## config.mk

```make
export PLATFORM = sky130hd
export DESIGN_NAME = mem_arbiter_flat
export DESIGN_NICKNAME = d
export VERILOG_FILES = /design/src/rtl/cpu_types_pkg.sv /design/src/rtl/mem_arbiter_if.sv /design/src/rtl/mem_arbiter.sv /design/src/flat_wrapper.sv
export SDC_FILE = /design/constraint.sdc
export NUM_CORES = 1
export LEC_CHECK = 0
export CELL_PAD_IN_SITES_DETAIL_PLACEMENT = 0
export CELL_PAD_IN_SITES_GLOBAL_PLACEMENT = 2
export CORE_ASPECT_RATIO = 0.6
export CORE_UTILIZATION = 11
export DETAILED_ROUTE_END_ITERATION = 7
export GPL_TIMING_DRIVEN = 1
export PLACE_DENSITY = 0.89
export SKIP_CTS_REPAIR_TIMING = 1
export SYNTH_ARGS = -nofsm -noshare
export SYNTH_HDL_FRONTEND = slang
export SYNTH_SLANG_ARGS = --single-unit
```

## constraint.sdc

```tcl
create_clock -name CLK -period 4 [get_ports CLK]
set_input_delay 0.8 -clock CLK [delete_from_list [all_inputs] [get_ports CLK]]
set_output_delay 0.8 -clock CLK [all_outputs]
set_load 0.05 [all_outputs]
```

## src/rtl/cpu_types_pkg.sv

```systemverilog
// Shared CPU types: RAM word, RAM handshake state and memory arbiter FSM state.
// No ports; imported by the arbiter, its interface and the bench.
package cpu_types_pkg;

   typedef logic [31:0] word_t;

   typedef enum logic [1:0] {
      FREE,
      BUSY,
      ACCESS,
      ERROR
   } ramstate_t;

   typedef enum logic [1:0] {
      IDLE,
      IGRANT,
      DGRANT
   } arb_state_t;

endpackage

```

## src/rtl/mem_arbiter_if.sv

```systemverilog
// Bus bundle between the fetch/data requesters, the arbiter and the RAM.
// Ports: slave = arbiter view, master = requester/RAM side view.
interface mem_arbiter_if;
   import cpu_types_pkg::*;

   logic      iREN;
   word_t     iaddr;
   word_t     iload;
   logic      iwait;

   logic      dREN;
   logic      dWEN;
   word_t     daddr;
   word_t     dstore;
   word_t     dload;
   logic      dwait;

   logic      ramREN;
   logic      ramWEN;
   word_t     ramaddr;
   word_t     ramstore;
   word_t     ramload;
   ramstate_t ramstate;

   logic      err;

   modport slave (
      input  iREN, iaddr, dREN, dWEN, daddr, dstore,
      input  ramload, ramstate,
      output iload, iwait, dload, dwait,
      output ramREN, ramWEN, ramaddr, ramstore, err
   );

   modport master (
      output iREN, iaddr, dREN, dWEN, daddr, dstore,
      output ramload, ramstate,
      input  iload, iwait, dload, dwait,
      input  ramREN, ramWEN, ramaddr, ramstore, err
   );

endinterface

```

## src/rtl/mem_arbiter.sv

```systemverilog
// Single-port RAM arbiter: data wins, starvation counter forces fetch progress.
// Ports: CLK, nRST (sync, active low), bus (mem_arbiter_if.slave).
module mem_arbiter
   import cpu_types_pkg::*;
#(
   parameter int STARVE_LIMIT = 4,
   parameter int MAX_RETRY    = 3
) (
   input  logic         CLK,
   input  logic         nRST,
   mem_arbiter_if.slave bus
);

   localparam logic [3:0] SLIM = 4'(STARVE_LIMIT);
   localparam logic [3:0] RLIM = 4'(MAX_RETRY);

   arb_state_t state;
   arb_state_t next_state;
   logic [3:0] starve_cnt;
   logic [2:0] retry_cnt;
   logic       err_q;

   logic dreq;
   logic starved;
   logic last_try;
   logic ram_ok;
   logic ram_err;
   logic i_done;
   logic d_done;
   logic retry_inc;
   logic abandon;

   assign dreq    = bus.dREN | bus.dWEN;
   assign starved = bus.iREN && (starve_cnt == SLIM);
   assign ram_ok  = (bus.ramstate == ACCESS);
   assign ram_err = (bus.ramstate == ERROR);
   assign bus.err = err_q;

   // The current ERROR is the one that exhausts the retry budget.
   assign last_try = ({1'b0, retry_cnt} + 4'd1) >= RLIM;

   always_comb begin
      next_state   = state;
      bus.ramREN   = 1'b0;
      bus.ramWEN   = 1'b0;
      bus.ramaddr  = '0;
      bus.ramstore = '0;
      bus.iwait    = 1'b1;
      bus.dwait    = 1'b1;
      bus.iload    = '0;
      bus.dload    = '0;
      i_done       = 1'b0;
      d_done       = 1'b0;
      retry_inc    = 1'b0;
      abandon      = 1'b0;
      unique case (state)
         IDLE: begin
            if (dreq && !starved)
               next_state = DGRANT;
            else if (bus.iREN)
               next_state = IGRANT;
         end
         IGRANT: begin
            bus.ramREN  = 1'b1;
            bus.ramaddr = bus.iaddr;
            if (!bus.iREN) begin
               next_state = IDLE;
            end else begin
               unique case (1'b1)
                  ram_ok: begin
                     bus.iwait  = 1'b0;
                     bus.iload  = bus.ramload;
                     i_done     = 1'b1;
                     next_state = IDLE;
                  end
                  ram_err: begin
                     if (last_try) begin
                        bus.iwait  = 1'b0;
                        abandon    = 1'b1;
                        i_done     = 1'b1;
                        next_state = IDLE;
                     end else begin
                        retry_inc = 1'b1;
                     end
                  end
                  default: ;
               endcase
            end
         end
         DGRANT: begin
            // A write wins over a simultaneous read.
            bus.ramREN   = bus.dREN & ~bus.dWEN;
            bus.ramWEN   = bus.dWEN;
            bus.ramaddr  = bus.daddr;
            bus.ramstore = bus.dstore;
            if (!dreq) begin
               next_state = IDLE;
            end else begin
               unique case (1'b1)
                  ram_ok: begin
                     bus.dwait  = 1'b0;
                     bus.dload  = bus.ramload;
                     d_done     = 1'b1;
                     next_state = IDLE;
                  end
                  ram_err: begin
                     if (last_try) begin
                        bus.dwait  = 1'b0;
                        abandon    = 1'b1;
                        d_done     = 1'b1;
                        next_state = IDLE;
                     end else begin
                        retry_inc = 1'b1;
                     end
                  end
                  default: ;
               endcase
            end
         end
         default: next_state = IDLE;
      endcase
   end

   always_ff @(posedge CLK) begin
      if (!nRST) begin
         state      <= IDLE;
         starve_cnt <= '0;
         retry_cnt  <= '0;
         err_q      <= 1'b0;
      end else begin
         state <= next_state;
         // Any state change (grant entry, completion, abort) restarts retries.
         if (next_state != state)
            retry_cnt <= '0;
         else if (retry_inc)
            retry_cnt <= retry_cnt + 3'd1;
         if (abandon)
            err_q <= 1'b1;
         if (d_done) begin
            if (!bus.iREN)
               starve_cnt <= '0;
            else if (starve_cnt < SLIM)
               starve_cnt <= starve_cnt + 4'd1;
         end else if (i_done) begin
            starve_cnt <= '0;
         end
      end
   end

endmodule

```

## src/flat_wrapper.sv

```systemverilog
// flat-port wrapper written by rule: the top's interface ports become plain ports
module mem_arbiter_flat import cpu_types_pkg::*;
#(
   parameter int STARVE_LIMIT = 4,
   parameter int MAX_RETRY    = 3
)
  (CLK, nRST, bus_iREN, bus_iaddr, bus_dREN, bus_dWEN, bus_daddr, bus_dstore, bus_ramload, bus_ramstate, bus_iload, bus_iwait, bus_dload, bus_dwait, bus_ramREN, bus_ramWEN, bus_ramaddr, bus_ramstore, bus_err);
  mem_arbiter_if bus_i ();
  input  logic CLK;
  input  logic nRST;
  input wire logic [$bits(bus_i.iREN)-1:0] bus_iREN;
  input wire logic [$bits(bus_i.iaddr)-1:0] bus_iaddr;
  input wire logic [$bits(bus_i.dREN)-1:0] bus_dREN;
  input wire logic [$bits(bus_i.dWEN)-1:0] bus_dWEN;
  input wire logic [$bits(bus_i.daddr)-1:0] bus_daddr;
  input wire logic [$bits(bus_i.dstore)-1:0] bus_dstore;
  input wire logic [$bits(bus_i.ramload)-1:0] bus_ramload;
  input wire logic [$bits(bus_i.ramstate)-1:0] bus_ramstate;
  output wire logic [$bits(bus_i.iload)-1:0] bus_iload;
  output wire logic [$bits(bus_i.iwait)-1:0] bus_iwait;
  output wire logic [$bits(bus_i.dload)-1:0] bus_dload;
  output wire logic [$bits(bus_i.dwait)-1:0] bus_dwait;
  output wire logic [$bits(bus_i.ramREN)-1:0] bus_ramREN;
  output wire logic [$bits(bus_i.ramWEN)-1:0] bus_ramWEN;
  output wire logic [$bits(bus_i.ramaddr)-1:0] bus_ramaddr;
  output wire logic [$bits(bus_i.ramstore)-1:0] bus_ramstore;
  output wire logic [$bits(bus_i.err)-1:0] bus_err;
  assign bus_i.iREN = bus_iREN;
  assign bus_i.iaddr = bus_iaddr;
  assign bus_i.dREN = bus_dREN;
  assign bus_i.dWEN = bus_dWEN;
  assign bus_i.daddr = bus_daddr;
  assign bus_i.dstore = bus_dstore;
  assign bus_i.ramload = bus_ramload;
  assign bus_i.ramstate = bus_ramstate;
  assign bus_iload = bus_i.iload;
  assign bus_iwait = bus_i.iwait;
  assign bus_dload = bus_i.dload;
  assign bus_dwait = bus_i.dwait;
  assign bus_ramREN = bus_i.ramREN;
  assign bus_ramWEN = bus_i.ramWEN;
  assign bus_ramaddr = bus_i.ramaddr;
  assign bus_ramstore = bus_i.ramstore;
  assign bus_err = bus_i.err;
  mem_arbiter #(.STARVE_LIMIT(STARVE_LIMIT), .MAX_RETRY(MAX_RETRY)) u_core (.CLK(CLK), .nRST(nRST), .bus(bus_i));
endmodule
```

### Word-level counts from Yosys, hierarchy flattened

Index checks and enable logic that the tools add are counted.

* add/sub/neg operators: 3
* magnitude comparators: 2
* equality and inequality tests: 7
* muxes and demuxes: 40
* bitwise gates (word level): 4
* reduce and logical (&&, ||, !) cells: 7

Operators by type and width (number)
* $mux 32: 6
* $pmux 32 s2: 1
* $mux 1: 17
* $mux 4: 4
* $mux 2: 5
* $pmux 1 s2: 5
* $eq 2x2->1 const B: 3
* $pmux 2 s3: 1
* $add 3x1->4 const B: 1
* $add 4x1->4 const B: 1
* $eq 4x3->1 const B: 1
* $ge 4x2->1 const B: 1
* $lt 4x3->1 const B: 1
* $pmux 2 s2: 1
* $add 3x1->3 const B: 1
* $ne 3x3->1 const B: 1
* $eq 2x1->1 const B: 1
* $logic_and 1x1->1: 2
* $logic_not 2->1: 1
* $ne 2x2->1: 1
* $not 1->1: 2
* $reduce_and 2->1: 1
* $reduce_bool 2->1: 1
* $reduce_or 2->1: 1
* 3 further kinds: 3

* bits in registers: 10
* output and inout bits: 133
* word-level logic and storage cells: 67

### Logic depth before layout (Yosys ltp)

Gate-level depths: netlist of run 1.

* word-level depth: 8
* gate-level depth with buffers: 8

### Worst setup path before layout of run 1

OpenSTA, ideal clock, no wires.

* path type: register to output
* start: register u_core.state[0]
* end: output bus_ramaddr[25]
* data arrival time: 2.062 ns
* slack: 1.138 ns
* stages on the path, launching flop included: 7
* cells stage by stage: dfxtp_1 inv_1 ha_1 clkbuf_1 clkbuf_1 a22oi_1 nor2b_1

* cells in the longest elaborated chain, start to end: 2

RTL lines
* start: declaration: line mem_arbiter.sv:17 `arb_state_t state;`
* start signal: assignment: line mem_arbiter.sv:131 `state <= next_state;`
* $eq 2x2->1 / $eq 2x1->1 (equally long branches): line mem_arbiter.sv:56 `unique case (state)`
* $pmux 32 s2 *: line mem_arbiter.sv:56
* end: declaration: line flat_wrapper.sv:25 `output wire logic [$bits(bus_i.ramaddr)-1:0] bus_ramaddr;`

Every way passes the cells marked *; elsewhere a longest branch is shown, timed or not.

### Worst setup path after layout of run 1

* start: register u_core.state[0]
* end: output bus_ramstore[8]

* cells in the longest elaborated chain, start to end: 2

RTL lines
* $eq 2x2->1: line mem_arbiter.sv:56
* $mux 32: line mem_arbiter.sv:56
* end: declaration: line flat_wrapper.sv:26 `output wire logic [$bits(bus_i.ramstore)-1:0] bus_ramstore;`

Every way passes these cells.

==> metrics.txt, run 1 <==
Area after DPL 5479 um2; htree depth 1; Reg2Reg Depth 8; setup_tns 0 ns; fin nets 671; placed cells 757; DP HPWL 8509 um; post-route antenna net violation count 0; TritonCTS clock tree done; hold path depth 2; Layout area overhead 189.5%; Initial Utilization 11.23%; CP Capture Type output port; max-slew violation count 0; max cap viols 0; final hold viol count 0; count of different cell masters after synthesis 38; share of the synthesized area in the top cell type 31.88%; Mapped Nets 415; Pwr Density 180.2 nW/um2; crit path launch type flip-flop; initial antenna violation count 0; Slew headroom 40.67%; Design Area, Final 5568 um2; Yosys reg bits 10; Syn Area/Cell 7.070 um2; Max IR drop VDD 0.1089 mV; GPL Wtd Cong 0.8250; WL/cell 13.07 um; Post-synth EDFFs 0; asr flop ratio synth 0%; via count 2874; critical path data arrival time 2.84 ns; Layout Cells excl Fill 761; min Tclk post-route 3.644 ns; IO buf count 267; vias per cell 3.777; Pleak 2.043 nW; Design Power 1.003 mW; WL final 9946 um; register area share after synthesis 10.41%; Die H 104.4 um; Slew @ Worst Pin 0.8899 ns; clock slew at reported path FFs 0.04 ns; die width 172.7 um; full die area 18030 um2; grt ovf 0; Pre-antenna DRT Iters 4; GRT Util Overall 10.59%; Yosys warning count 0; n_diodes 0; layout cells sized above 1 16.70%; 1st-iter DRT viols 82; first-pass GRT wire length 15630 um; Max Clk Rate 274.4 MHz; Core Area 17130 um2; clk_lat worst skew 0.24 ns; ratio of final minimum period to clock period 91.11%; largest cells by area after synthesis and2_1 32%, a22oi_1 12%, dfxtp_1 10%; status completed; CTS buffer count 3; required time of the worst setup path 3.20 ns; Post-Syn Instances 272; post-synth top area cell and2_1; RSZ-0062 raised after global routing false; clk_skew 0.003542 ns; vias in the first global route 3023; synthesized cell area 1923 um2; Sink Count 10; CP Class flip-flop to output port; CTS root buf clkbuf_16; Critical Path Fanout Max 40; Layout Utilization 32.51%; post-route DRC violation count 0; ys flop type dfxtp_1; largest net degree at the start of global routing 41; Core Rows 37; Finish-stage setup viols 0; Worst Hold Class flip-flop to flip-flop; Clock Path Buffers 2; io pins 268
==> worst max-delay path, cell delays in order, from the launching register on <==
cell             delay (ns)
dfxtp_1                0.36
inv_1                  0.14
ha_2                   0.74
buf_4                  0.37
and2_1                 0.17
clkdlybuf4s50_1        0.81
==> routing by layer <==
layer	vias up	wire [um]	global-route usage (%)	share of wire, %
met5	-	0	0	0
met4	0	27	0.7585	0.27
met3	2	811	3.399	8.2
met2	143	4769	18.72	48
met1	1313	4337	12.96	44
li1	1416	-	-	-
==> cell families after synthesis <==
| group | synth area share, % |
|---|---|
| flip-flops | 10.41 |
| multiplexers | 1.692 |
| adder cells (fa/ha/maj) | 5.205 |
| AND/OR/NAND/NOR | 52.24 |
| XOR/XNOR | 0.4555 |
| AO/OA/AOI/OAI | 23.68 |
| buffers and inverters | 6.311 |
==> sequential cells by signal, indices dropped and copies added, names as in the netlist <==
name               flops
u_core.bus.err         1
u_core.retry_cnt       3
u_core.starve_cnt      4
u_core.state           2
==> power by group <==
| group | internal, mW | switching [mW] |
|---|---|---|
| clock network | 0.151 | 0.0488 |
| logic | 0.317 | 0.381 |
| registers | 0.103 | 0.00311 |
| total | 0.571 | 0.433 |
==> layout by cell type, fill, tap and decap left out, drive strengths merged, types with 2 or more instances in the layout <==
cell type        n
o211ai           3
o21a             2
o21ba            2
inv              9
nand2b           3
buf             70
nand2           10
nand3            3
mux2             2
and2            99
nor2            10
a22oi           32
o21ai            5
clkdlybuf4s50  202
a21oi            5
and3b            2
o211a            2
nor2b           32
clkbuf           4
ha               8
dfxtp           10
==> path summary, 6_finish.rpt <==
path              startpoint             endpoint  slack (ns)
max reg2reg  u_core.state[0]  u_core.retry_cnt[0]        1.35
min           u_core.bus.err       u_core.bus.err        0.45
min reg2reg   u_core.bus.err       u_core.bus.err        0.45
max          u_core.state[0]      bus_ramstore[8]        0.36
==> cells in the mapped netlist (all sizes together) (2+ instances only) <==
cell type and instances:
and2 99, a22oi 32, nor2b 32, clkbuf 19
dfxtp 10, nand2 10, nor2 10, inv 9
ha 8, a21oi 5, o21ai 5, nand2b 3
nand3 3, o211ai 3, and3b 2, buf 2
mux2 2, o211a 2, o21a 2, o21ba 2
==> per-stage QoR <==
step	worst slack (ns)	hold WS (ns)
global placement	0.4072	0.4449
detailed placement	0.3800	0.4477
global route	0.08179	0.4798
finish	0.3556	0.4529
CTS	0.2350	0.4540
floorplan	1.138	0.4810
==> layout make-up <==
class	instances	area (um2)
Clock buffer	4	88.84
Inverter	9	33.78
Fill cell	1721	11560
Sequential cell	10	200.2
Tap cell	234	292.8
Multi-Input combinational cell	232	1604
Timing Repair Buffer	272	3348
(Power assumes the default switching activity.)
==> run 2, diff against run 1 <==
--- a/config.mk
+++ b/config.mk
@@ -8,6 +8,7 @@
 export CELL_PAD_IN_SITES_DETAIL_PLACEMENT = 0
 export CELL_PAD_IN_SITES_GLOBAL_PLACEMENT = 2
 export CORE_ASPECT_RATIO = 0.6
+export CORE_MARGIN = 2
 export CORE_UTILIZATION = 11
 export DETAILED_ROUTE_END_ITERATION = 7
 export GPL_TIMING_DRIVEN = 1
==> run 2 against run 1 <==
Count of clock-buffer cells in the layout did not move; worst setup slack improved by 0.020 ns; cell count rose by 0.26%; critical path depth rose by 1; register-to-register slack improved by 0.68 ns; design area rose by 0.40%; utilization rose by 0.13 points; global-route usage fell by 0.15 points; combinational power barely moved; first-iteration DRC count rose by 8.5%; largest cell class unchanged; highest routed layer unchanged.
==> metrics.txt, run 2 (synthesis results as in run 1) <==
post-route antenna net violation count 0 (unchanged); crit path launch type input pin; worst setup slack after placement 0.3805 ns (+0.0004260 ns); Clock Path Buffers 2 (unchanged); ratio of final minimum period to clock period 90.60% (-0.51 points); RSZ-0062 raised after global routing false; clock slew at reported path FFs 0.04 ns (about the same); Min-Delay Startpoint u_core.bus.err; CTS buffer count 3 (unchanged); hold slack 0.4508 ns (-0.002080 ns); number of fill cells 1751 (+1.7%); hold path depth 2 (unchanged); Max Clk Rate 275.9 MHz (+0.56%); io pins 268 (unchanged); Design Power 1.005 mW (+0.13%); DP HPWL 8819 um (+3.6%); IO buf count 267 (unchanged); min Tclk post-route 3.624 ns (-0.02042 ns); Pwr Density 179.7 nW/um2 (-0.27%); clk_skew 0.004670 ns (+0.001128 ns); max cap viols 0 (unchanged); commonest non-fill, non-tap cell in the layout clkdlybuf4s50_1; full die area 18590 um2 (+3.1%); clk_lat worst skew 0.24 ns (about the same); Core Area 17130 um2 (unchanged); layout cells sized above 1 16.86% (+0.16 points); critical path data arrival time 2.82 ns (-0.02 ns); Die H 106.4 um (+1.9%); Core Rows 37 (unchanged); Design Area, Final 5590 um2 (+0.40%); initial antenna violation count 0 (unchanged); largest net degree at the start of global routing 65 (+59%); Reg2Reg Depth 7 (-1); Initial Utilization 11.23% (unchanged); vias per cell 3.860 (+2.2%); Max IR drop VDD 0.09597 mV (-12%); htree depth 1 (unchanged); Pleak 2.051 nW (+0.42%); CTS root buf clkbuf_16; setup_tns 0 ns (unchanged); Worst Hold Class flip-flop to flip-flop; Pre-antenna DRT Iters 4 (unchanged); CP Capture Type output port; GRT Util Overall 10.44% (-0.15 points); FF-to-FF Start u_core.retry_cnt[0]; Area after DPL 5499 um2 (+0.37%); largest registers u_core.starve_cnt x4, u_core.retry_cnt x3, u_core.state x2; fin nets 672 (+0.15%); die width 174.7 um (+1.2%); Reg with most FFs u_core.starve_cnt; CP Class input pin to output port; Sink Count 10 (unchanged); most frequent cells in the layout 202 x clkdlybuf4s50_1, 98 x and2_1, 65 x buf_12; Layout area overhead 190.7%; Worst Setup SP bus_ramstate[0]; post-route DRC violation count 0 (unchanged); WL final 10150 um (+2.1%); status completed; Slew headroom 62.94% (+22 points); grt ovf 0 (unchanged); final hold viol count 0 (unchanged); WL/cell 13.31 um (+1.8%); 1st-iter DRT viols 89 (+8.5%); Setup WS post-layout 0.3760 ns (+0.02042 ns); Finish-stage setup viols 0 (unchanged); required time of the worst setup path 3.20 ns (about the same); Slew @ Worst Pin 0.5542 ns (-0.3357 ns); Critical Path Fanout Max 3 (-93%); via count 2945 (+2.5%); TritonCTS clock tree done; GPL Wtd Cong 0.7992 (-3.1%); first-pass GRT wire length 15740 um (+0.70%); max reg flops 4 (unchanged); vias in the first global route 3013 (-0.33%); max-slew violation count 0 (unchanged)
## run 2: cell count changes in the layout (fill, tap and decap cells not counted)
cell	change
buf_12	+1
diode_2	+1
## run 2: critical path, stage by stage
cell and delay (ns):
clkdlybuf4s50_1 0.57, nand2b_4 0.07, o31ai_1 0.39, nor2_1 0.10, nand2_1 0.09, clkdlybuf4s50_1 0.80
## run 2: worst paths after layout
path / endpoint / slack, ns
hold / removal: u_core.bus.err / 0.45
hold reg to reg: u_core.bus.err / 0.45
setup reg to reg: u_core.retry_cnt[0] / 2.03
setup / recovery: bus_dwait / 0.38
## run 2: per-stage QoR
step	util, %	std cells
3_5_place_dp	32.10	758
2_1_floorplan	-	272
3_3_place_gp	32.10	758
6_report	32.64	763
5_1_grt	32.62	762
4_1_cts	32.62	762
## run 2: metal layers
metal / part of all wire [%] / global-route usage (%)
met2: 48 / 17.98
met5: 0 / 0
met4: 0.75 / 1.369
met3: 8.9 / 3.112
met1: 43 / 13.17
## run 2: power by group
| part | switching [mW] | internal, mW | leakage, nW | total [mW] |
|---|---|---|---|---|
| Sequential | 0.00320 | 0.103 | 0.0809 | 0.106 |
| Combinational | 0.380 | 0.320 | 1.93 | 0.700 |
| Clock | 0.0479 | 0.150 | 0.0442 | 0.198 |
## run 2: final cells by class
cell class | count | area (um2) | share of cell area, %
Tap cell | 234 | 292.8 | 5.237
Timing Repair Buffer | 273 | 3368 | 60.25
Clock buffer | 4 | 88.84 | 1.589
Inverter | 9 | 33.78 | 0.6043
Sequential cell | 10 | 200.2 | 3.581
Antenna cell | 1 | 2.502 | 0.04476
Multi-Input combinational cell | 232 | 1604 | 28.69
==> run 3, diff against run 2 <==
--- a/config.mk
+++ b/config.mk
@@ -8,9 +8,10 @@
 export CELL_PAD_IN_SITES_DETAIL_PLACEMENT = 0
 export CELL_PAD_IN_SITES_GLOBAL_PLACEMENT = 2
 export CORE_ASPECT_RATIO = 0.6
-export CORE_MARGIN = 2
+export CORE_MARGIN = 5
 export CORE_UTILIZATION = 11
 export DETAILED_ROUTE_END_ITERATION = 7
+export GPL_ROUTABILITY_DRIVEN = 0
 export GPL_TIMING_DRIVEN = 1
 export PLACE_DENSITY = 0.89
 export SKIP_CTS_REPAIR_TIMING = 1
==> run 3 against run 2 <==
Non-clock buffer count did not move; power fell by 0.18%; largest cell class unchanged; register-to-register slack got worse by 0.64 ns; count of clock-buffer cells in the layout did not move; clock power barely moved.
==> metrics.txt, run 3 (synthesis results as in run 1) <==
status completed; Max IR drop VDD 0.1110 mV (+16%); crit path launch type flip-flop; most frequent cells in the layout 202 x clkdlybuf4s50_1, 98 x and2_1, 64 x buf_12; io pins 268 (unchanged); initial antenna violation count 1 (+1); critical path data arrival time 2.95 ns (+0.13 ns); TritonCTS clock tree done; Layout Utilization 32.55% (-0.088 points); ratio of final minimum period to clock period 93.67% (+3.1 points); setup_tns 0 ns (unchanged); max cap viols 0 (unchanged); Layout Cells excl Fill 762 (-0.13%); RSZ-0062 raised after global routing false; IO buf count 267 (unchanged); Seq pwr share 10.6% (about the same); placed cells 758 (unchanged); Pwr Density 179.9 nW/um2 (about the same); CP Capture Type output port; Clock Path Buffers 2 (unchanged); Finish-stage setup viols 0 (unchanged); Pint 0.5704 mW (-0.50%); Pre-antenna DRT Iters 4 (unchanged); final hold viol count 0 (unchanged); first-pass GRT wire length 16440 um (+4.5%); clk_skew 0.001783 ns (-0.002887 ns); n_diodes 0 (-1); post-route DRC violation count 0 (unchanged); GRT Util Overall 9.701% (-0.74 points); Slew headroom 33.37% (-30 points); Sw Pwr 0.4326 mW (+0.24%); DP HPWL 9210 um (+4.4%); max reg flops 4 (unchanged); Critical Path Fanout Max 53 (+50); Slew @ Worst Pin 0.9994 ns (+0.4452 ns); die width 180.7 um (+3.4%); via count 2895 (-1.7%); Reg with most FFs u_core.starve_cnt; post-route antenna net violation count 0 (unchanged); Max Clk Rate 266.9 MHz (-3.3%); Design Power 1.003 mW (-0.18%); Pleak 2.048 nW (-0.18%); 1st-iter DRT viols 95 (+6.7%); logic gate share of total power 69.6% (about the same); hold slack 0.4532 ns (+0.002314 ns); vias in the first global route 2951 (-2.1%); clock slew at reported path FFs 0.04 ns (about the same); WL final 10570 um (+4.1%); min Tclk post-route 3.747 ns (+0.1228 ns); Core Rows 37 (unchanged); layout cells sized above 1 16.86% (unchanged); clk_lat worst skew 0.23 ns (about the same); CP Class flip-flop to output port; CTS root buf clkbuf_16; fin nets 672 (unchanged); Die H 112.4 um (+5.6%); Clock power frac 19.8% (about the same); largest registers u_core.starve_cnt x4, u_core.retry_cnt x3, u_core.state x2; switching share of power 43.13% (+0.18 points); Core Area 17130 um2 (unchanged); max-slew violation count 0 (unchanged); largest net degree at the start of global routing 54 (-17%); Sink Count 10 (unchanged); CTS buffer count 3 (unchanged); WL/cell 13.88 um (+4.3%); Layout area overhead 189.9%; htree depth 1 (unchanged); commonest non-fill, non-tap cell in the layout clkdlybuf4s50_1; required time of the worst setup path 3.20 ns (about the same); full die area 20310 um2 (+9.3%); Worst Hold Class flip-flop to flip-flop; grt ovf 0 (unchanged); vias per cell 3.799 (-1.6%); Initial Utilization 11.23% (unchanged)
run 3: worst max-delay path: stages, from the launching register on:
cell,delay (ns)
dfxtp_1,0.36
inv_1,0.14
ha_2,0.86
buf_4,0.31
and2_1,0.15
clkdlybuf4s50_1,0.85
run 3: worst paths after layout:
| path | start | to | slack (ns) | cells after the start |
|---|---|---|---|---|
| setup / recovery | u_core.state[0] | bus_ramstore[20] | 0.25 | 5 |
| hold / removal | u_core.bus.err | u_core.bus.err | 0.45 | 2 |
| setup reg to reg | u_core.state[0] | u_core.starve_cnt[2] | 1.39 | 7 |
| hold reg to reg | u_core.bus.err | u_core.bus.err | 0.45 | 2 |
run 3: power by group through the flow:
stage / sequential, mW / clock, mW / combinational [mW]
detailed placement: 0.108 / 0 / 0.704
global route: 0.107 / 0.212 / 0.737
CTS: 0.106 / 0.204 / 0.706
global placement: 0.107 / 0 / 0.696
floorplan: 0.107 / 0 / 0.383
finish: 0.106 / 0.199 / 0.698
run 3: layer usage:
| metal | GRT usage, % | share of wire [%] |
|---|---|---|
| met5 | 0 | 0.12 |
| met4 | 0.9567 | 0.58 |
| met3 | 3.756 | 10 |
| met2 | 16.67 | 47 |
| met1 | 12.00 | 42 |
run 3: layout make-up:
cell class / instances / area [um2]
Sequential cell: 10 / 200.2
Tap cell: 234 / 292.8
Inverter: 9 / 33.78
Clock buffer: 4 / 88.84
Timing Repair Buffer: 273 / 3356
Fill cell: 1775 / 11550
Multi-Input combinational cell: 232 / 1604
run 3: through the flow:
step / area (um2) / worst slack [ns]
after floorplan: 1923 / 1.138
after global placement: 5487 / 0.3861
after detailed placement: 5487 / 0.3501
after CTS: 5575 / 0.1912
after global routing: 5575 / 0.01505
final: 5575 / 0.2532
